**src/rtl/rti_pkg.sv**
```systemverilog
// rtl/rti_pkg.sv - shared widths, entry field offsets and FSM states for the RTI dispatcher
package rti_pkg;

  localparam int TIME_WIDTH  = 64;
  localparam int DATA_WIDTH  = 64;
  localparam int ENTRY_WIDTH = TIME_WIDTH + DATA_WIDTH;

  // Entry layout: timestamp in the upper field, payload in the lower field
  localparam int TS_MSB   = ENTRY_WIDTH - 1;
  localparam int TS_LSB   = DATA_WIDTH;
  localparam int DATA_MSB = DATA_WIDTH - 1;
  localparam int DATA_LSB = 0;

  typedef enum logic [1:0] {
    ST_IDLE  = 2'd0,
    ST_LOAD  = 2'd1,
    ST_ARMED = 2'd2
  } rti_state_t;

endpackage

```
**src/rtl/rti_time_cmp.sv**
```systemverilog
// rtl/rti_time_cmp.sv - full-width unsigned equal/late compare of global time against an entry timestamp
module rti_time_cmp #(
  parameter int TIME_WIDTH = rti_pkg::TIME_WIDTH
) (
  input  logic [TIME_WIDTH-1:0] counter,
  input  logic [TIME_WIDTH-1:0] timestamp,
  output logic                  equal,
  output logic                  late
);

  assign equal = (counter == timestamp);
  assign late  = (counter >  timestamp);

endmodule

```
**src/rtl/rti_timed_dispatcher.sv**
```systemverilog
// rtl/rti_timed_dispatcher.sv - fetches timestamped entries from the RTI FIFO and releases each
// payload when global time reaches its timestamp, flagging entries that arrive too late
module rti_timed_dispatcher
  import rti_pkg::*;
#(
  parameter int TIME_WIDTH = rti_pkg::TIME_WIDTH,
  parameter int DATA_WIDTH = rti_pkg::DATA_WIDTH
) (
  input  logic                             clk,
  input  logic                             reset,
  input  logic                             flush,
  input  logic                             enable,
  input  logic [TIME_WIDTH-1:0]            counter,
  input  logic                             fifo_empty,
  input  logic [TIME_WIDTH+DATA_WIDTH-1:0] fifo_dout,
  output logic                             fifo_rd,
  output logic                             out_valid,
  output logic [DATA_WIDTH-1:0]            out_data,
  output logic                             late_error,
  output logic [TIME_WIDTH+DATA_WIDTH-1:0] late_data,
  output logic                             busy,
  output logic [31:0]                      dispatch_count
);

  rti_state_t                       state_q;
  rti_state_t                       state_d;
  logic [TIME_WIDTH+DATA_WIDTH-1:0] entry_q;
  logic [TIME_WIDTH-1:0]            entry_ts;
  logic [DATA_WIDTH-1:0]            entry_payload;
  logic                             ts_equal;
  logic                             ts_late;
  logic                             fetch_ok;
  logic                             do_load;
  logic                             do_fire;
  logic                             do_drop;

  assign entry_ts      = entry_q[TS_MSB:TS_LSB];
  assign entry_payload = entry_q[DATA_MSB:DATA_LSB];

  rti_time_cmp #(
    .TIME_WIDTH (TIME_WIDTH)
  ) u_time_cmp (
    .counter   (counter),
    .timestamp (entry_ts),
    .equal     (ts_equal),
    .late      (ts_late)
  );

  // A fetch is never issued while reset or flush is active, so no entry can slip past a discard
  assign fetch_ok = enable && !fifo_empty && !flush && !reset;

  always_comb begin
    state_d = state_q;
    fifo_rd = 1'b0;
    do_load = 1'b0;
    do_fire = 1'b0;
    do_drop = 1'b0;

    unique case (state_q)
      ST_IDLE: begin
        if (fetch_ok) begin
          fifo_rd = 1'b1;
          state_d = ST_LOAD;
        end
      end
      ST_LOAD: begin
        do_load = 1'b1;
        state_d = ST_ARMED;
      end
      ST_ARMED: begin
        do_fire = ts_equal;
        do_drop = ts_late;
        // The releasing cycle doubles as the fetch cycle for the next entry
        if (ts_equal || ts_late) begin
          if (fetch_ok) begin
            fifo_rd = 1'b1;
            state_d = ST_LOAD;
          end else begin
            state_d = ST_IDLE;
          end
        end
      end
      default: begin
        state_d = ST_IDLE;
      end
    endcase

    if (flush) begin
      state_d = ST_IDLE;
      do_load = 1'b0;
      do_fire = 1'b0;
      do_drop = 1'b0;
    end
  end

  always_ff @(posedge clk) begin
    if (reset) begin
      state_q        <= ST_IDLE;
      entry_q        <= '0;
      out_valid      <= 1'b0;
      out_data       <= '0;
      late_error     <= 1'b0;
      late_data      <= '0;
      dispatch_count <= '0;
    end else begin
      state_q    <= state_d;
      out_valid  <= do_fire;
      late_error <= do_drop;
      if (do_load) begin
        entry_q <= fifo_dout;
      end
      if (do_fire) begin
        out_data       <= entry_payload;
        dispatch_count <= dispatch_count + 32'd1;
      end
      if (do_drop) begin
        late_data <= entry_q;
      end
    end
  end

  assign busy = (state_q != ST_IDLE);

endmodule

```
**config.mk**
```make
export PLATFORM = sky130hd
export DESIGN_NAME = rti_timed_dispatcher
export DESIGN_NICKNAME = d
export VERILOG_FILES = /design/src/rtl/rti_pkg.sv /design/src/rtl/rti_time_cmp.sv /design/src/rtl/rti_timed_dispatcher.sv
export SDC_FILE = /design/constraint.sdc
export NUM_CORES = 1
export LEC_CHECK = 0
export ABC_AREA = 1
export CORE_MARGIN = 3
export CORE_UTILIZATION = 25
export DETAILED_ROUTE_END_ITERATION = 8
export RECOVER_POWER = 100
export SYNTH_ARGS = -nofsm -noshare
export SYNTH_HDL_FRONTEND = slang
export SYNTH_SLANG_ARGS = --single-unit
export TNS_END_PERCENT = 10
```
**constraint.sdc**
```tcl
create_clock -name clk -period 3.87 [get_ports clk]
set_clock_uncertainty 0.2 [all_clocks]
set_input_delay 1.161 -clock clk [delete_from_list [all_inputs] [get_ports clk]]
set_output_delay 1.161 -clock clk [all_outputs]
set_load 0.1 [all_outputs]
```
==> run summary, run 1 <==
Fin area - 21830 um^2
Outcome - finished with violations
Post-route worst setup slack - -0.2407 ns
Placed instance count - 3211
Worst Hold Class - reg2reg
Post-DP HPWL - 37140 um
Slew margin rel. - -30.30%
Startpoint types - primary input
Pwr Total - 8.657 mW
CP top delay family - simple AND/OR/NAND/NOR gates
Drt via density - 4.420
DR vias - 14550
Pwr dens - 396.6 nW/um^2
Int Power - 6.498 mW
Leading post-synthesis cells by cell area - dfxtp_1, a21oi_1, nand2_1
Most frequent CP cell - nand2_2
RSZ-0062 raised after global routing - true
Worst skew pair latency - 0.57 ns
Period utilisation layout - 106.2%
Slowest-stage cell, CP - ha_4
Synth cell types - 41
Number of synthesized register bits - 356
Leading area contributor after synthesis - dfxtp_1
H-tree Lvls - 2
GR Util met2 - 24.08%
Drt total wl - 52360 um
Worst path bufs/invs - 5
Final ANT Viol Nets - 0
Final-stage net count - 2677
P_sw - 2.158 mW
Critical Path AT - 2.75 ns
Pre-Repair DR Iteration Count - 5
Hold Slack - 0.2735 ns
Clk root buf - clkbuf_16
R2R Path End - late_data[12]
Total GRT Usage - 14.87%
Core footprint - 63200 um^2
Max incr delay on CP - 0.27 ns
Maxcap violations - 1
FF/Latch Area - 7127 um^2
Layout cell share with drive strength beyond 1 - 18.54%
Filler cell count - 6751
CP Class - in2out
Placed cell areas - 20650 um^2
Sw Share - 24.93%
Initial Utilization - 25.35%
Gate Count Post-Synth - 2009
Final Hold Vio Count - 0
Yosys top cell area share - 44.49%
Final Max Slew Viols - 194
Setup violations, final - 1
WHS Path Cells - 2
Syn avg cell area - 7.974 um^2
WP data required - 2.51 ns
TritonCTS Sinks - 356
Post-synthesis sequential area ratio - 44.49%
Pin slew with the least headroom to its limit - 1.955 ns
Top-count cell post-synth - dfxtp_1
Worst VDD drop - 0.2968 mV
Largest net degree at the start of global routing - 194
Die X - 259.1 um
Met1 Use GR - 19.40%
DP Worst Slack - -0.8245 ns
CTS tree - built
Chip height - 259.1 um
Crit path max fanout - 2
WL/cell - 15.91 um
Achievable Freq - 243.3 MHz
Worst setup EP type - output port
EDFF count, synth - 0
Comb pwr share - 10.3%
Asr flop ratio synth - 0%
R2R cell count - 16
Clk network pwr share - 46.8%
Vias in the first global route - 13850
Cell Rows - 92
Worst hold start - entry_q[30]
DRC violations left - 0
Setup slack, reg-to-reg - 0.38 ns
1st-iter DRT viols - 779
I/O pin count - 425
Area growth, synth to finish - 36.27%
Initial antenna violation count - 1
Cell Chain, Critical Path - buf_2, ha_4, nand2_2, nor2_2, nand2_2, buf_6, nor2_4, nand2_4, nor2_8, inv_4, nand3_4, o21ai_4, clkinv_4, buf_12
First-pass GRT wire length - 79690 um
Failing checks - max-capacitance violations, max-slew violations, negative setup slack
R2R Path Start - entry_q[89]
CTS clock-pin slew for the worst setup and hold paths - 0.06 ns
Die area - 67150 um^2
Synth Net Count - 2271
Syn. warnings - 0
Post-Syn Area - 16020 um^2
Hold Path Sink - out_data[30]
Port buffer count - 424
Cts hold-fix bufs - 0
CTS max path bufs - 3
Leak - 7.909 nW
Multi-input gate area - 8158 um^2
Final GP Congestion - 0.8338
Most frequent cells after synthesis - dfxtp_1, a21oi_1, nand2_1
Synth Flop Type - dfxtp_1
Post-route insts no fill - 3291
Remaining Overflow, GRT - 0
Setup TNS - -0.2407 ns
CTS Buf Count - 42
Post-layout util - 34.54%
Crit path time final - 4.111 ns
Met3 usage - 4.000%
Most Crowded Layer GR - met2
Sequential share of power - 42.9%
## cells in the final DEF (no fill, tap or decap), types with 9 or more instances in the layout
master / n
nand4_1: 27
nand2_1: 222
clkbuf_2: 15
nor2_4: 11
xor2_1: 10
buf_2: 31
nand2_4: 9
nand3_1: 137
nand2_2: 31
a21oi_2: 122
ha_1: 17
clkdlybuf4s15_1: 11
o21ai_1: 19
nor2_1: 184
clkdlybuf4s50_1: 131
nor3_1: 12
o21ai_0: 185
buf_12: 15
clkbuf_16: 43
inv_1: 168
buf_4: 48
a21oi_1: 241
dfxtp_1: 356
ha_4: 44
clkbuf_1: 240
## power by group through the flow
stage,Clock [mW],Sequential (mW),Combinational [mW]
after global placement,0,3.80,0.810
after floorplan,0,3.85,0.432
final,4.05,3.72,0.890
after CTS,4.20,3.71,0.870
after global routing,4.35,3.72,0.975
after detailed placement,0,3.80,0.811
## flip-flops by register name, indices dropped and copies added, names as in the netlist
register and cells:
entry_q 128, late_data 128, late_error 1, state_q 2, dispatch_count 32, out_valid 1, out_data 64
## routing by layer
layer | wire, um | up-vias | part of all wire [%]
li1 | - | 7491 | -
met5 | 0 | - | 0
met4 | 1349 | 0 | 2.6
met3 | 3210 | 75 | 6.1
met2 | 24240 | 332 | 46
met1 | 23560 | 6649 | 45
## how the worst max path moves through the flow
stage | startpoint | to | slack (ns) | depth (start not counted)
floorplan | counter[39] | fifo_rd | -0.007 | 10
global placement | counter[0] | fifo_rd | -0.86 | 15
detailed placement | counter[0] | fifo_rd | -0.82 | 15
CTS | counter[19] | fifo_rd | -0.27 | 12
global route | counter[27] | fifo_rd | -0.35 | 14
finish | counter[27] | fifo_rd | -0.24 | 14
## logic make-up (layout without fill, tap and decap cells)
kind of cell	Yosys count	in the layout	share of synthesized area, %
simple gates	663	663	18.38
buf+inv	322	757	10.11
xor+xnor	18	18	0.9841
other cells	0	1	0
flops	356	356	44.49
compound gates	585	585	20.96
fa+ha+maj	65	65	5.077
## area by class of cell
cell class              count  area share, %
repair buffers            505          15.55
flip-flops and latches    356          32.65
multi-input cells        1331          37.37
well taps                 846          4.849
clock buffers              59          5.571
diodes                      1        0.01146
inverters                 179          3.147
clock inverters            14         0.8540
## worst min-delay path: cells and delay by family, from the launching register on
kind	cells	cell delay, ns
flip-flops	1	0.29
buffers and inverters	1	0.07
AO/OA/AOI/OAI	1	0.06
## repair_timing
action                                  4_1_cts  5_1_grt
hold endpoints to repair                      0        0
pin swaps                                   165       53
buffers inserted                              6        1
endpoints found under the setup margin        1        1
gates resized for setup                     307       51
Power figures use the tool's default switching activity.
==> inputs of run 2 (changes only) <==
--- a/config.mk
+++ b/config.mk
@@ -8,6 +8,7 @@
 export ABC_AREA = 1
 export CORE_MARGIN = 3
 export CORE_UTILIZATION = 25
+export CTS_CLUSTER_DIAMETER = 150
 export DETAILED_ROUTE_END_ITERATION = 8
 export RECOVER_POWER = 100
 export SYNTH_ARGS = -nofsm -noshare
==> results of run 2 <==
The final DEF is identical to that of run 1; final timing and power are the same.
